**src/rtl/barrel_pkg.sv**
```systemverilog
// barrel_pkg: shared types and helpers for the pipelined barrel shifter.
package barrel_pkg;

  typedef enum logic [2:0] {
    SLL = 3'd0,
    SRL = 3'd1,
    SRA = 3'd2,
    ROL = 3'd3,
    ROR = 3'd4
  } shift_mode_e;

  localparam logic [2:0] RSVD_LO = 3'd5;
  localparam logic [2:0] RSVD_HI = 3'd7;

  function automatic int shw_of(input int width);
    return $clog2(width);
  endfunction

  function automatic logic is_rsvd(input shift_mode_e m);
    return m inside {[RSVD_LO:RSVD_HI]};
  endfunction

endpackage

```
**src/rtl/barrel_shift_pipe_if.sv**
```systemverilog
// barrel_shift_pipe_if: operand/result valid-ready bundle.
interface barrel_shift_pipe_if #(
  parameter int WIDTH = 32
);
  import barrel_pkg::*;

  localparam int SHW = shw_of(WIDTH);

  logic             in_valid;
  logic             in_ready;
  logic [WIDTH-1:0] in_data;
  logic [SHW-1:0]   in_amt;
  shift_mode_e      in_mode;
  logic             out_valid;
  logic             out_ready;
  logic [WIDTH-1:0] out_data;
  logic             out_err;

  modport slave (
    input  in_valid, in_data, in_amt, in_mode, out_ready,
    output in_ready, out_valid, out_data, out_err
  );

  modport master (
    output in_valid, in_data, in_amt, in_mode, out_ready,
    input  in_ready, out_valid, out_data, out_err
  );

endinterface

```
**src/rtl/barrel_stage.sv**
```systemverilog
// barrel_stage: one combinational 2^K shift/rotate step.
module barrel_stage
  import barrel_pkg::*;
#(
  parameter int WIDTH = 32,
  parameter int K     = 0
) (
  input  logic [WIDTH-1:0] din,
  input  shift_mode_e      mode,
  input  logic             sign,
  input  logic             en,
  output logic [WIDTH-1:0] dout
);

  localparam int S = 1 << K;

  logic [WIDTH-1:0] fill;

  assign fill = {WIDTH{sign}} << (WIDTH - S);

  always_comb begin
    dout = din;
    if (en) begin
      unique case (mode)
        SLL:     dout = din << S;
        SRL:     dout = din >> S;
        SRA:     dout = (din >> S) | fill;
        ROL:     dout = (din << S) | (din >> (WIDTH - S));
        ROR:     dout = (din >> S) | (din << (WIDTH - S));
        default: dout = din;
      endcase
    end
  end

endmodule

```
**src/rtl/barrel_shift_pipe.sv**
```systemverilog
// barrel_shift_pipe: log2(WIDTH)-stage pipelined barrel shifter
// with a single global advance enable.
module barrel_shift_pipe
  import barrel_pkg::*;
#(
  parameter int WIDTH = 32
) (
  input logic               clk,
  input logic               rst_n,
  barrel_shift_pipe_if.slave bus
);

  localparam int SHW = shw_of(WIDTH);

  logic adv;

  assign adv         = bus.out_ready | ~bus.out_valid;
  assign bus.in_ready = adv;

  for (genvar k = 0; k < SHW; k++) begin : g_st
    logic [WIDTH-1:0] din;
    logic [WIDTH-1:0] dout;
    logic [WIDTH-1:0] data_d;
    logic [WIDTH-1:0] data_q;
    logic [SHW-1:k]   amt_in;
    shift_mode_e      mode_in;
    logic             sign_in;
    logic             vld_in;
    logic             err_in;
    logic             vld_d;
    logic             vld_q;
    logic             err_d;
    logic             err_q;

    // Reserved codes enter as zero so every later step keeps them zero.
    if (k == 0) begin : g_head
      assign din     = is_rsvd(bus.in_mode) ? '0 : bus.in_data;
      assign amt_in  = bus.in_amt;
      assign mode_in = bus.in_mode;
      assign sign_in = bus.in_data[WIDTH-1];
      assign vld_in  = bus.in_valid;
      assign err_in  = is_rsvd(bus.in_mode);
    end else begin : g_tail
      assign din     = g_st[k-1].data_q;
      assign amt_in  = g_st[k-1].g_fwd.amt_q;
      assign mode_in = g_st[k-1].g_fwd.mode_q;
      assign sign_in = g_st[k-1].g_fwd.sign_q;
      assign vld_in  = g_st[k-1].vld_q;
      assign err_in  = g_st[k-1].err_q;
    end

    barrel_stage #(
      .WIDTH (WIDTH),
      .K     (k)
    ) u_stage (
      .din  (din),
      .mode (mode_in),
      .sign (sign_in),
      .en   (amt_in[k]),
      .dout (dout)
    );

    always_comb begin
      data_d = data_q;
      vld_d  = vld_q;
      err_d  = err_q;
      if (adv) begin
        data_d = dout;
        vld_d  = vld_in;
        err_d  = err_in;
      end
    end

    always_ff @(posedge clk or negedge rst_n) begin
      if (!rst_n) begin
        data_q <= '0;
        vld_q  <= 1'b0;
        err_q  <= 1'b0;
      end else begin
        data_q <= data_d;
        vld_q  <= vld_d;
        err_q  <= err_d;
      end
    end

    // Only the amount bits still ahead are carried forward.
    if (k < SHW - 1) begin : g_fwd
      logic [SHW-1:k+1] amt_d;
      logic [SHW-1:k+1] amt_q;
      shift_mode_e      mode_d;
      shift_mode_e      mode_q;
      logic             sign_d;
      logic             sign_q;

      always_comb begin
        amt_d  = amt_q;
        mode_d = mode_q;
        sign_d = sign_q;
        if (adv) begin
          amt_d  = amt_in[SHW-1:k+1];
          mode_d = mode_in;
          sign_d = sign_in;
        end
      end

      always_ff @(posedge clk or negedge rst_n) begin
        if (!rst_n) begin
          amt_q  <= '0;
          mode_q <= SLL;
          sign_q <= 1'b0;
        end else begin
          amt_q  <= amt_d;
          mode_q <= mode_d;
          sign_q <= sign_d;
        end
      end
    end
  end

  assign bus.out_valid = g_st[SHW-1].vld_q;
  assign bus.out_data  = g_st[SHW-1].data_q;
  assign bus.out_err   = g_st[SHW-1].err_q;

endmodule

```
**src/flat_wrapper.sv**
```systemverilog
// flat-port wrapper written by rule: the top's interface ports become plain ports
module barrel_shift_pipe_flat import barrel_pkg::*;
#(
  parameter int WIDTH = 32
)
  (clk, rst_n, bus_in_valid, bus_in_data, bus_in_amt, bus_in_mode, bus_out_ready, bus_in_ready, bus_out_valid, bus_out_data, bus_out_err);
  barrel_shift_pipe_if #(.WIDTH(WIDTH)) bus_i ();
  input logic clk;
  input logic rst_n;
  input wire logic [$bits(bus_i.in_valid)-1:0] bus_in_valid;
  input wire logic [$bits(bus_i.in_data)-1:0] bus_in_data;
  input wire logic [$bits(bus_i.in_amt)-1:0] bus_in_amt;
  input wire logic [$bits(bus_i.in_mode)-1:0] bus_in_mode;
  input wire logic [$bits(bus_i.out_ready)-1:0] bus_out_ready;
  output wire logic [$bits(bus_i.in_ready)-1:0] bus_in_ready;
  output wire logic [$bits(bus_i.out_valid)-1:0] bus_out_valid;
  output wire logic [$bits(bus_i.out_data)-1:0] bus_out_data;
  output wire logic [$bits(bus_i.out_err)-1:0] bus_out_err;
  assign bus_i.in_valid = bus_in_valid;
  assign bus_i.in_data = bus_in_data;
  assign bus_i.in_amt = bus_in_amt;
  assign bus_i.in_mode = bus_in_mode;
  assign bus_i.out_ready = bus_out_ready;
  assign bus_in_ready = bus_i.in_ready;
  assign bus_out_valid = bus_i.out_valid;
  assign bus_out_data = bus_i.out_data;
  assign bus_out_err = bus_i.out_err;
  barrel_shift_pipe #(.WIDTH(WIDTH)) u_core (.clk(clk), .rst_n(rst_n), .bus(bus_i));
endmodule
```
**config.mk**
```make
export PLATFORM = sky130hd
export DESIGN_NAME = barrel_shift_pipe_flat
export DESIGN_NICKNAME = d
export VERILOG_FILES = /design/src/rtl/barrel_pkg.sv /design/src/rtl/barrel_shift_pipe_if.sv /design/src/rtl/barrel_stage.sv /design/src/rtl/barrel_shift_pipe.sv /design/src/flat_wrapper.sv
export SDC_FILE = /design/constraint.sdc
export NUM_CORES = 1
export LEC_CHECK = 0
export CORE_ASPECT_RATIO = 1.2
export CORE_MARGIN = 10
export CORE_UTILIZATION = 55
export CTS_CLUSTER_SIZE = 12
export DETAILED_ROUTE_END_ITERATION = 12
export PLACE_DENSITY = 0.78
export SETUP_SLACK_MARGIN = 0.2
export SYNTH_ARGS = -nofsm -noshare
export SYNTH_HDL_FRONTEND = slang
export SYNTH_SLANG_ARGS = --single-unit
```
**constraint.sdc**
```tcl
create_clock -name clk -period 2.05 [get_ports clk]
set_input_delay 0.615 -clock clk [delete_from_list [all_inputs] [get_ports clk]]
set_output_delay 0.615 -clock clk [all_outputs]
set_load 0.01 [all_outputs]
```
== Yosys cells after proc, flatten, opt, wreduce, memory -nomap -nowiden ==
Cells that the tools add are included.
Cells by class
  magnitude comparators: 2
  equality and inequality tests: 20
  muxes and demuxes: 11
  bitwise logic cells: 16
  reduce and logical (&&, ||, !) cells: 7
Operator list (count)
  $pmux W32 S5: 4
  $mux W32: 6
  $pmux W32 S4: 1
  $or A16 B32 Y32: 2
  $or A24 B32 Y32: 2
  $or A28 B32 Y32: 2
  $or A30 B32 Y32: 2
  $or A31 B32 Y32: 2
  $or A32 B1 Y32: 1
  $or A32 B2 Y32: 1
  $or A32 B4 Y32: 1
  $or A32 B8 Y32: 1
  $eq A3 B2 Y1 const B: 10
  $eq A3 B1 Y1 const B: 5
  $eq A3 B3 Y1 const B: 5
  $logic_not A3 Y1: 5
  $ge A3 B3 Y1 const B: 1
  $le A3 B3 Y1 const B: 1
  $reduce_or A2 Y1: 1
  $logic_and A1 B1 Y1: 1
  $not A1 Y1: 1
  $or A1 B1 Y1: 1
Storage, ports and cells
  flip-flop bits (word level): 196
  input port bits: 44
  output and inout bits: 35
  logic and storage cells: 83

== Depth between registers and ports, before layout ==
  depth after elaboration: 6
  depth in mapped cells: 8
  gate-level depth less buffers: 5

== Cells and area by module ==
From an unflattened synthesis, not the netlist that was laid out.
Unflattened totals
  cells, all modules: 1190
  area, all modules: 13123.8 sq um
By module, submodules not included
  barrel_shift_pipe: instances 1, cells an instance 452, area an instance 8030.2 sq um, sequential area each 4904.7 sq um
  barrel_stage at u_core.g_st[0].u_stage: instances 1, cells an instance 171, area an instance 1119.8 sq um, sequential area each 0.0 sq um
  barrel_stage at u_core.g_st[3].u_stage: instances 1, cells an instance 161, area an instance 1109.8 sq um, sequential area each 0.0 sq um
  barrel_stage at u_core.g_st[2].u_stage: instances 1, cells an instance 163, area an instance 1097.3 sq um, sequential area each 0.0 sq um
  barrel_stage at u_core.g_st[1].u_stage: instances 1, cells an instance 164, area an instance 1087.3 sq um, sequential area each 0.0 sq um
  barrel_stage at u_core.g_st[4].u_stage: instances 1, cells an instance 79, area an instance 679.4 sq um, sequential area each 0.0 sq um

== Worst setup path before layout ==
No wires, ideal clock.
  path type: input -> output
  from: in bus_out_ready
  to: out bus_in_ready
  data arrival time: 1.407 ns
  data required time: 1.435 ns
  setup slack: 0.028 ns
  cell stages on the path: 6
  buffers on the path: 4
  cell sequence: nor2b_1 -> clkbuf_1 -> inv_1 -> buf_2 -> buf_2 -> buf_2
Between the ends
  cells in the longest elaborated chain, start to end: 1
Ends and longest elaborated chain
  start: declaration: line flat_wrapper.sv:14  | input wire logic [$bits(bus_i.out_ready)-1:0] bus_out_ready;
  $or A1 B1 Y1: line barrel_shift_pipe.sv:17  | assign adv = bus.out_ready | ~bus.out_valid;
  end: declaration: line flat_wrapper.sv:15  | output wire logic [$bits(bus_i.in_ready)-1:0] bus_in_ready;
Every way passes these cells.

== Final worst setup path ==
  from: reg u_core.g_st[3].g_fwd.mode_q[0]
  to: reg u_core.g_st[4].data_q[9], in the netlist u_core.bus.out_data[9]
Between the ends
  cells in the longest elaborated chain, start to end: 4
  elaborated cells on any way between the ends: 8
  classes of those cells: eq/ne: 4; mux: 2; reduce/logical: 2
Ends and longest elaborated chain
  start: declaration: line barrel_shift_pipe.sv:91  | shift_mode_e mode_q;
  start signal: assignment: line barrel_shift_pipe.sv:113  | mode_q <= mode_d;
  $eq A3 B3 Y1 / $eq A3 B2 Y1 (equally long branches): line barrel_stage.sv:24  | unique case (mode)
  $reduce_or A2 Y1 (no line)
  $pmux W32 S4 *: line barrel_stage.sv:24
  $mux W32 *: line barrel_stage.sv:23  | if (en) begin
  end signal: assignment: line barrel_shift_pipe.sv:80  | data_q <= data_d;
  end: declaration: line barrel_shift_pipe.sv:24  | logic [WIDTH-1:0] data_q;
Mark *: on every way between the ends. The rest lies on a longest branch, timed or not.
A chain may end at the register's enable or synchronous reset.

==> run summary <==
* **count of nets left with antenna violations after detail routing** 0
* **antenna violations before repair** 0
* **average footprint of a synthesized cell** 8.24 sq um
* **area occupied by multi-input gates** 6720 sq um
* **synthesis-to-layout area growth** 14.7%
* **via count of the first global-routing pass** 11137
* **class of the tightest hold or removal check** in2async
* **crit path launch type** register
* **residual DRC count** 0
* **diode insertion count for antenna repair** 0
* **combined area of all synthesized cells** 12200 sq um
* **Post-Syn Nets** 1529
* **post-route fraction of the period consumed by the critical path** 0.891
* **quantity of hold-fixing buffers added after cts** 0
* **slew at the pin with the worst max-slew slack** 0.842 ns
* **area taken by flip-flops and latches** 4910 sq um
* **nature of the critical path endpoint** register
* **Reg2Reg Depth** 5
* **Power per Cell Area** 1640 nW/um^2
* **share of final-layout standard cells stronger than drive strength 1** 0.106
* **cell type with the highest aggregate area in the netlist** sky130_fd_sc_hd__dfrtp_1
* **number of failing hold endpoints at the final stage** 0
* **max-slew violation count** 0
* **clock input transition at the sequential cells of the worst setup and hold paths** 0.07 ns
* **GRT Overall Usage** 0.236
* **Post-Layout Inst Area** 14000 sq um
* **die width** 156 um
* **wire length per cell after detailed routing** 19.2 um
* **Worst EP arrival** 2.15 ns
* **core area** 21800 sq um
* **CTS Buf Count** 17
* **fraction of registers with async set or reset after synthesis** 1.00
* **standard cell with the maximum stage delay on the critical path** sky130_fd_sc_hd__dfrtp_2
* **Max FO, Critical Path** 9
* **Clock Skews** 0.0109 ns
* **detailed router's first-iteration violation count** 1294
* **clk sinks** 196
* **number of synthesized flops with an enable pin** 0
* **ports placed on the boundary** 79
* **final-report setup violation count** 0
* **global placement routability congestion** 0.929
* **pin count of the biggest net entering global routing** 131
* **placed cells** 1763
* **IO buf count** 78
* **RSZ-0062 raised after global routing** false
* **Max-Slew Margin vs Limit** 0.438
* **Synth top area share** 0.401
* **highest clock frequency the design can meet** 547 MHz
* **leading cell types in the layout, fill and taps excluded** sky130_fd_sc_hd__nand2_1 (352), sky130_fd_sc_hd__dfrtp_1 (193), sky130_fd_sc_hd__nor2_1 (136)
* **max cap viols** 0
* **clock latency at the later pin of the worst-skew pair** 0.45 ns
* **count of nets after finishing** 1556
* **Yosys Warn Count** 0
* **clock tree from TritonCTS** yes
* **total placed instance area** 13400 sq um
* **initial cell density of the core** 0.562
* **time the final worst path needs with I/O delays and setup** 1.83 ns
* **largest stage delay on the critical path** 0.47 ns
* **Routed WL** 34600 um
* **hold_ws** 0.0387 ns
* **prevailing post-synth register cell** sky130_fd_sc_hd__dfrtp_1
* **Fillers** 1837
* **maximum clock insertion buffer count** 2
* **most common cell after layout, fill and taps aside** sky130_fd_sc_hd__nand2_1
* **leakage power** 0.00604 uW
* **final standard cell count with taps included and fillers excluded** 1799
* **run status** finished clean
* **wire length of the first global-routing pass** 56600 um
* **crit-path cells** or3_1 -> and3_2 -> buf_4 -> a221oi_2 -> nor2_1
* **post-synthesis register bit count** 196
* **overall die height** 183 um
* **grt ovf** 0
* **via/cell ratio** 6.41
* **detailed placer's ending HPWL** 23200 um
* **count of cell types in the netlist** 55
* **H-tree depth reported by CTS** 4
* **clk root buf** sky130_fd_sc_hd__clkbuf_16
* **total via count after detailed routing** 11529
* **Synth Instances** 1485
* **row count** 59
* **worst setup path class** reg2reg
* **number of detailed-routing iterations run before antenna repair** 5
* **Die Footprint** 28600 sq um
* **worst vdd ir** 0.727 mV
* **part of the Yosys area used for sequential elements** 0.401
* **Critical Path RT** 2.38 ns
* **synth top area cells** sky130_fd_sc_hd__dfrtp_1 (40%), sky130_fd_sc_hd__nand2_1 (11%), sky130_fd_sc_hd__nor2_1 (4.2%)
-- area by class of cell --
class,count,share of cell area
tap,274,0.0244
clock inverter,15,0.0105
clock buffer,17,0.0303
sequential,196,0.350
inverter,1,0.000446
timing repair buffer,150,0.105
multi-input combinational,1146,0.479
-- registers in the layout, indices dropped and copies added (netlist names) --
name	cells
u_core.bus.out_data	32
u_core.bus.out_err	1
u_core.bus.out_valid	1
u_core.g_st.data_q	128
u_core.g_st.err_q	4
u_core.g_st.g_fwd.amt_q	10
u_core.g_st.g_fwd.mode_q	12
u_core.g_st.g_fwd.sign_q	4
u_core.g_st.vld_q	4
-- metrics by stage --
step	TNS, ns	power (uW)	utilization	worst slack [ns]
final	0	23100	0.644	0.223
after global routing	0	24700	0.644	0.203
after CTS	0	22800	0.640	0.0904
after detailed placement	-16.50	19600	0.614	-0.340
after global placement	-14.48	19200	0.614	-0.349
after floorplan	0	15800	-	0.179
-- cell usage after synthesis, drive strengths merged (2+ instances only) --
master	number
nor2b	9
mux2i	48
or2	18
maj3	14
a221oi	16
nand2	353
o22a	20
a32o	13
and3b	2
dfrtp	196
and4b	2
o221ai	54
and2	2
clkbuf	75
a21oi	36
and3	50
nand3	21
o2111ai	5
o22ai	29
o211ai	31
mux2	11
xnor2	5
or3	3
nand2b	34
a22o	36
o21ai	127
nor2	137
o2111a	6
xor2	3
nor3b	13
a31oi	14
nor4b	2
a21boi	2
o21a	21
buf	68
-- cells by family after synthesis --
| group | share of synthesized area |
|---|---|
| xor+xnor | 0.00757 |
| fa+ha+maj | 0.0115 |
| simple gates | 0.233 |
| flops | 0.401 |
| buf+inv | 0.0553 |
| compound gates | 0.242 |
| mux | 0.0494 |
-- final timing paths --
kind | endpoint | from | slack (ns)
worst max-delay path | u_core.bus.out_data[9]$_DFFE_PN0P_ | u_core.g_st[3].g_fwd.mode_q[0]$_DFFE_PN0P_ | 0.22
worst min-delay path | u_core.bus.out_data[3]$_DFFE_PN0P_ | rst_n | 0.04
worst max register to register | u_core.bus.out_data[9]$_DFFE_PN0P_ | u_core.g_st[3].g_fwd.mode_q[0]$_DFFE_PN0P_ | 0.22
worst min register to register | u_core.g_st[3].vld_q$_DFFE_PN0P_ | u_core.g_st[3].vld_q$_DFFE_PN0P_ | 0.47
max in group asynchronous | u_core.g_st[2].data_q[7]$_DFFE_PN0P_ | rst_n | 1.40
min in group clk | u_core.g_st[3].vld_q$_DFFE_PN0P_ | u_core.g_st[3].vld_q$_DFFE_PN0P_ | 0.47
-- what timing repair did --
| action | CTS | global route |
|---|---|---|
| gates resized for setup | 39 | 15 |
| cloned | 1 | 2 |
| buffers inserted | 1 | 0 |
| hold endpoints to repair | 0 | 0 |
| pin swaps | 1 | 1 |
| endpoints found under the setup margin | 90 | 67 |
-- power by group --
part / internal [uW] / total [uW] / leakage (uW) / switching, uW
Combinational: 5310 / 11700 / 0.00337 / 6430
Clock: 1610 / 3260 / 0.000275 / 1650
Sequential: 5640 / 8070 / 0.00239 / 2430
Total: 12600 / 23100 / 0.00604 / 10500
-- per-layer routing --
metal	vias to the layer above	part of all wire	track usage
li1	5368	-	-
met1	5522	0.40	0.282
met2	515	0.49	0.402
met3	124	0.061	0.0360
met4	0	0.048	0.129
met5	-	0	0
-- worst max-delay path: cells and delay by family, from the launching register on --
family / cells / cell delay, ns
DFF: 1 / 0.47
buffers and inverters: 1 / 0.21
and+or+nand+nor: 3 / 0.73
AOI/OAI and AO/OA: 1 / 0.30
Power figures use the tool's default switching activity.
